`config.mk`:
```
export PLATFORM = sky130hd
export DESIGN_NAME = pvt_measure_sequencer_flat
export DESIGN_NICKNAME = d
export VERILOG_FILES = /design/src/rtl/pvt_measure_sequencer_if.sv /design/src/rtl/pvt_measure_sequencer.sv /design/src/flat_wrapper.sv
export SDC_FILE = /design/constraint.sdc
export NUM_CORES = 1
export LEC_CHECK = 0
export CAP_MARGIN = 10
export CORE_MARGIN = 1
export CORE_UTILIZATION = 40
export CTS_CLUSTER_SIZE = 8
export DETAILED_ROUTE_END_ITERATION = 12
export PLACE_DENSITY = 0.64
export SYNTH_ARGS = -nofsm -noshare
export SYNTH_HDL_FRONTEND = slang
export SYNTH_SLANG_ARGS = --single-unit
```
`constraint.sdc`:
```
create_clock -name clk -period 2.7 [get_ports clk]
set_clock_uncertainty 0.2 [all_clocks]
set_input_delay 0.81 -clock clk [delete_from_list [all_inputs] [get_ports clk]]
set_output_delay 0.81 -clock clk [all_outputs]
set_load 0.01 [all_outputs]
```
`src/rtl/pvt_measure_sequencer_if.sv`:
```
// pvt_measure_sequencer_if: start/done/data handshake between the sequencer (master) and the PVT monitors (slave).
interface pvt_measure_sequencer_if #(
    parameter int NUM_CH = 4,
    parameter int CNT_W = 8
);
    logic [NUM_CH-1:0] mon_start;
    logic [NUM_CH-1:0] mon_done;
    logic [NUM_CH*CNT_W-1:0] mon_data;
    modport master (output mon_start, input mon_done, input mon_data);
    modport slave (input mon_start, output mon_done, output mon_data);
endinterface

```
`src/rtl/pvt_measure_sequencer.sv`:
```
// pvt_measure_sequencer: sweeps masked PVT monitor channels one at a time, capturing result or timeout per channel.
// Defining PVT_SEQ_MINMAX_EN adds rd_min/rd_max per-channel extremes readout.
module pvt_measure_sequencer #(
    parameter int NUM_CH = 4,
    parameter int CNT_W = 8,
    parameter int TIMEOUT = 1023
) (
    input  logic clk,
    input  logic rst_n,
    input  logic run,
    input  logic single,
    input  logic clr,
    input  logic [NUM_CH-1:0] ch_mask,
    pvt_measure_sequencer_if.master mon,
    input  logic [$clog2(NUM_CH)-1:0] rd_sel,
    output logic [CNT_W-1:0] rd_data,
`ifdef PVT_SEQ_MINMAX_EN
    output logic [CNT_W-1:0] rd_min,
    output logic [CNT_W-1:0] rd_max,
`endif
    output logic busy,
    output logic sweep_done,
    output logic [NUM_CH-1:0] timeout_flags,
    output logic [7:0] sweep_cnt
);
    localparam int CH_W = $clog2(NUM_CH);
    localparam int TW = $clog2(TIMEOUT + 1);
    typedef enum logic [1:0] {IDLE, START, WAIT, NEXT} state_t;
    state_t state;
    logic [CH_W-1:0] ch, first_ch, next_ch;
    logic has_next, cap_done, cap_to, rd_ok;
    logic [NUM_CH-1:0] mask_q;
    logic [TW-1:0] timer;
    logic [CNT_W-1:0] result [NUM_CH];
    logic [CNT_W-1:0] cap_data;
    always_comb begin
        first_ch = '0;
        next_ch = '0;
        has_next = 1'b0;
        for (int i = NUM_CH - 1; i >= 0; i--) begin
            if (ch_mask[i]) first_ch = CH_W'(i);
            if (mask_q[i] && i > int'(ch)) begin
                next_ch = CH_W'(i);
                has_next = 1'b1;
            end
        end
    end
    assign cap_data = mon.mon_data[int'(ch)*CNT_W +: CNT_W];
    assign cap_done = state == WAIT && mon.mon_done[ch];
    assign cap_to = state == WAIT && !mon.mon_done[ch] && timer == TW'(TIMEOUT);
    assign rd_ok = int'(rd_sel) < NUM_CH;
    always_ff @(posedge clk or negedge rst_n) begin
        if (!rst_n) begin
            state <= IDLE;
            ch <= '0;
            mask_q <= '0;
            timer <= '0;
            mon.mon_start <= '0;
            busy <= 1'b0;
            sweep_done <= 1'b0;
            sweep_cnt <= '0;
            timeout_flags <= '0;
            rd_data <= '0;
            for (int i = 0; i < NUM_CH; i++) result[i] <= '0;
        end else begin
            mon.mon_start <= '0;
            sweep_done <= 1'b0;
            if (clr) begin
                for (int i = 0; i < NUM_CH; i++) result[i] <= '0;
                timeout_flags <= '0;
                sweep_cnt <= '0;
            end
            case (state)
                IDLE: if ((run || single) && |ch_mask) begin
                    mask_q <= ch_mask;
                    ch <= first_ch;
                    mon.mon_start <= NUM_CH'(1) << first_ch;
                    busy <= 1'b1;
                    state <= START;
                end
                START: begin
                    timer <= '0;
                    state <= WAIT;
                end
                WAIT: begin
                    timer <= timer + 1'b1;
                    // capture after the clear above so a same-cycle capture survives clr
                    if (cap_done || cap_to) begin
                        result[ch] <= cap_done ? cap_data : '1;
                        timeout_flags[ch] <= cap_to;
                        state <= NEXT;
                    end
                end
                NEXT: if (has_next) begin
                    ch <= next_ch;
                    mon.mon_start <= NUM_CH'(1) << next_ch;
                    state <= START;
                end else begin
                    sweep_cnt <= (clr ? 8'd0 : sweep_cnt) + 8'd1;
                    sweep_done <= 1'b1;
                    busy <= 1'b0;
                    state <= IDLE;
                end
                default: state <= IDLE;
            endcase
            rd_data <= rd_ok ? result[rd_sel] : '0;
        end
    end
`ifdef PVT_SEQ_MINMAX_EN
    logic [CNT_W-1:0] mn [NUM_CH];
    logic [CNT_W-1:0] mx [NUM_CH];
    logic [NUM_CH-1:0] vld;
    always_ff @(posedge clk or negedge rst_n) begin
        if (!rst_n) begin
            for (int i = 0; i < NUM_CH; i++) begin
                mn[i] <= '1;
                mx[i] <= '0;
            end
            vld <= '0;
            rd_min <= '0;
            rd_max <= '0;
        end else begin
            if (clr) begin
                for (int i = 0; i < NUM_CH; i++) begin
                    mn[i] <= '1;
                    mx[i] <= '0;
                end
                vld <= '0;
            end
            if (cap_done) begin
                mn[ch] <= (!vld[ch] || clr || cap_data < mn[ch]) ? cap_data : mn[ch];
                mx[ch] <= (!vld[ch] || clr || cap_data > mx[ch]) ? cap_data : mx[ch];
                vld[ch] <= 1'b1;
            end
            rd_min <= (rd_ok && vld[rd_sel]) ? mn[rd_sel] : '0;
            rd_max <= (rd_ok && vld[rd_sel]) ? mx[rd_sel] : '0;
        end
    end
`endif
endmodule

```
`src/flat_wrapper.sv`:
```
// flat-port wrapper written by rule: the top's interface ports become plain ports
module pvt_measure_sequencer_flat 
#(
    parameter int NUM_CH = 4,
    parameter int CNT_W = 8,
    parameter int TIMEOUT = 1023
)
  (clk, rst_n, run, single, clr, ch_mask, rd_sel, rd_data, busy, sweep_done, timeout_flags, sweep_cnt, mon_mon_start, mon_mon_done, mon_mon_data);
  pvt_measure_sequencer_if #(.NUM_CH(NUM_CH), .CNT_W(CNT_W)) mon_i ();
  input  logic clk;
  input  logic rst_n;
  input  logic run;
  input  logic single;
  input  logic clr;
  input  logic [NUM_CH-1:0] ch_mask;
  input  logic [$clog2(NUM_CH)-1:0] rd_sel;
  output logic [CNT_W-1:0] rd_data;
  output logic busy;
  output logic sweep_done;
  output logic [NUM_CH-1:0] timeout_flags;
  output logic [7:0] sweep_cnt;
  output wire logic [$bits(mon_i.mon_start)-1:0] mon_mon_start;
  input wire logic [$bits(mon_i.mon_done)-1:0] mon_mon_done;
  input wire logic [$bits(mon_i.mon_data)-1:0] mon_mon_data;
  assign mon_mon_start = mon_i.mon_start;
  assign mon_i.mon_done = mon_mon_done;
  assign mon_i.mon_data = mon_mon_data;
  pvt_measure_sequencer #(.NUM_CH(NUM_CH), .CNT_W(CNT_W), .TIMEOUT(TIMEOUT)) u_core (.clk(clk), .rst_n(rst_n), .run(run), .single(single), .clr(clr), .ch_mask(ch_mask), .mon(mon_i), .rd_sel(rd_sel), .rd_data(rd_data), .busy(busy), .sweep_done(sweep_done), .timeout_flags(timeout_flags), .sweep_cnt(sweep_cnt));
endmodule
```
==> flow_summary.json <==
{
  "status": "completed",
  "syn_avg_cell_area_sq_um": 11.3,
  "num-nets-final": 495,
  "startpoint_type": "input port",
  "postCtsSetupBuffers": 0,
  "yosysMostFrequentCell": "dfrtp_1",
  "ys_ff_latch": 75,
  "fp.coreArea_sq_um": 9370,
  "row_count": 35,
  "cts_sinks": 75,
  "numCtsBuffers": 9,
  "max-cap-violations": 0,
  "placed_cells": 560,
  "cpMaxStageDelayCell": "or4_1",
  "drtPass1Iterations": 4,
  "slew_viol_final": 0,
  "crit_chain": "clkdlybuf4s50_1 > nor2b_1 > ha_1 > and4_1 > nand2_1 > or4_1 > a21oi_1",
  "avgRoutedWirePerCell_um": 15.8,
  "irDropWorstVdd_mv": 0.463,
  "setup_viol": 0,
  "cts-root-buf": "clkbuf_8",
  "grt_use_met2_pct": 32.5,
  "gp_congestion": 0.768,
  "start_util_pct": 41.8,
  "ctsResizeCount": 0,
  "port_buffers": 72,
  "rsz0062_at_grt": "no",
  "layout_min_cycle_time_ns": 2.46,
  "grt_overflow": 0,
  "worstHoldPathType": "in2async",
  "post-route-period-util_pct": 91.0,
  "worstPathRequired_ns": 2.79,
  "synthArstFlopShare_pct": 100,
  "synth_top_cell_by_area": "dfrtp_1",
  "grt_pass1_wl_um": 15000,
  "num_antenna_cells": 0,
  "drc_errors": 0,
  "use_met3_pct": 4.23,
  "crit_path_end_kind": "flop",
  "insertion_delay_ns": 0.35,
  "synth_cell_types": 51,
  "cp_max_fo": 4,
  "die_w_um": 101,
  "synth_area_leaders": "dfrtp_1 48%, mux2i_1 9.7%, mux4_2 8.6%, nand2_1 4.6%, nor2_1 2.2%",
  "routed_wl_um": 9070,
  "antenna_found_initial": 0,
  "synth_cells": 347,
  "instances_no_fill": 575,
  "gr-usage-met1_pct": 24.8,
  "dpl.hpwl_um": 6590,
  "drive_above_1_share_pct": 16.6,
  "power_leakage_uw": 0.00227,
  "synth_common_cells": "75 x dfrtp_1, 48 x nand2_1, 38 x mux2i_1",
  "clk_pin_slew_ns": 0.08,
  "grt_max_degree": 35,
  "postPlaceCellArea_sq_um": 4980,
  "cts.path.max_buffers": 2,
  "worst_pin_slew_ns": 0.514,
  "htree_num_levels": 3,
  "drtIter0Drc": 92,
  "die-area_sq_um": 10200,
  "critPathArrivalTime_ns": 2.54,
  "grt.busiest_layer": "met2",
  "utilization_pct": 55.9,
  "cts_tree": "done",
  "clock.fmax_ghz": 0.407,
  "io_pins": 73,
  "grt_pass1_vias": 3103,
  "postCtsHoldBufs": 0,
  "yosysSeqAreaShare_pct": 47.9,
  "die-height_um": 101,
  "synth_ff_type": "dfrtp_1",
  "antenna_left": 0,
  "grtUsageTotal_pct": 19.3,
  "netlist_area_sq_um": 3920,
  "crit_type": "in2reg",
  "num_vias": 3035,
  "slew_headroom_pct": 65.5,
  "synth_top_area_share_pct": 47.9,
  "syn_to_final_growth_pct": 33.9,
  "slowest_delay_ns": 0.48,
  "hold_viol_final": 0,
  "synth_edf_count": 0,
  "ys_warn_count": 0,
  "syn-num-nets": 400,
  "design_area_sq_um": 5240,
  "power_density_nw_per_um2": 864,
  "vias_per_cell": 5.28
}
-- critical path, delay by kind of cell --
family | cells | cell delay (ns)
simple gates | 4 | 0.94
buf+inv | 1 | 0.45
fa+ha+maj | 1 | 0.20
compound gates | 1 | 0.15
-- state kept, by name, indices dropped and copies added, names as in the netlist --
register	count
u_core.result	32
u_core.timer	10
u_core.rd_data	8
u_core.sweep_cnt	8
u_core.mon.mon_start	4
u_core.timeout_flags	4
u_core.mask_q	3
u_core.ch	2
u_core.state	2
u_core.busy	1
u_core.sweep_done	1
-- final timing paths --
kind	start	endpoint	slack [ns]	cells past startpoint
min	rst_n	u_core.rd_data[2]$_DFF_PN0_	0.20	1
max reg2reg	u_core.state[0]$_DFFE_PN0P_	u_core.result[15]$_DFF_PN0_	0.44	7
min in group clk	u_core.timer[0]$_DFFE_PN0P_	u_core.timer[0]$_DFFE_PN0P_	0.32	1
min reg2reg	u_core.timer[0]$_DFFE_PN0P_	u_core.timer[0]$_DFFE_PN0P_	0.32	1
max in group asynchronous	rst_n	u_core.mask_q[1]$_DFFE_PN0P_	1.55	2
max	clr	u_core.sweep_cnt[6]$_DFF_PN0_	0.24	7
-- cells in the final DEF, fill, tap and decap left out, types with 5 or more instances in the layout --
master | Yosys | routed
mux2i_1 | 38 | 38
clkdlybuf4s50_1 | 0 | 71
nor4_1 | 6 | 5
nand2_1 | 48 | 48
nand3_1 | 10 | 10
o21ai_0 | 8 | 8
a21oi_1 | 9 | 9
inv_1 | 13 | 13
dfrtp_1 | 75 | 75
nor3_1 | 6 | 6
mux2_2 | 7 | 7
mux4_2 | 15 | 15
clkbuf_8 | 0 | 9
ha_1 | 6 | 6
buf_4 | 0 | 28
nor2_1 | 23 | 23
nor2b_1 | 8 | 8
-- per-stage QoR --
stage                     setup TNS (ns)  worst slack [ns]  total power (uW)  hold slack (ns)
after floorplan                        0             0.238              2720            0.278
after global placement            -0.771           -0.0543              3390            0.291
after detailed placement           -2.21            -0.142              3410            0.312
after CTS                              0             0.234              4570            0.199
after global routing                   0             0.157              4820            0.217
final                                  0             0.244              4530            0.201
-- kinds of logic after synthesis --
kind of cell               synth area share (%)
DFF                                        47.9
and+or+nand+nor                            14.9
buffers and inverters                      4.19
muxes                                      21.7
xor gates and xnor gates                   1.12
AOI/OAI and AO/OA                          8.21
adders and majority gates                  1.92
-- power by group --
group	internal (uW)	total [uW]	switching, uW
Clock	707	1140	431
Combinational	889	1820	926
Sequential	1390	1570	186
-- layout make-up --
cell class / count / area, sq um
Inverter: 15 / 56.3
Sequential cell: 75 / 1880
Multi-Input combinational cell: 237 / 1880
Fill cell: 871 / 4130
Timing Repair Buffer: 104 / 1010
Clock inverter: 6 / 138
Clock buffer: 9 / 124
Tap cell: 129 / 161
-- routing by layer --
layer	vias to the layer above	share of wire, %
met5	-	0
met4	0	1.2
met3	9	5.6
met2	83	48
met1	1498	45
li1	1445	-
No activity file was read; power rests on OpenSTA's default activity.
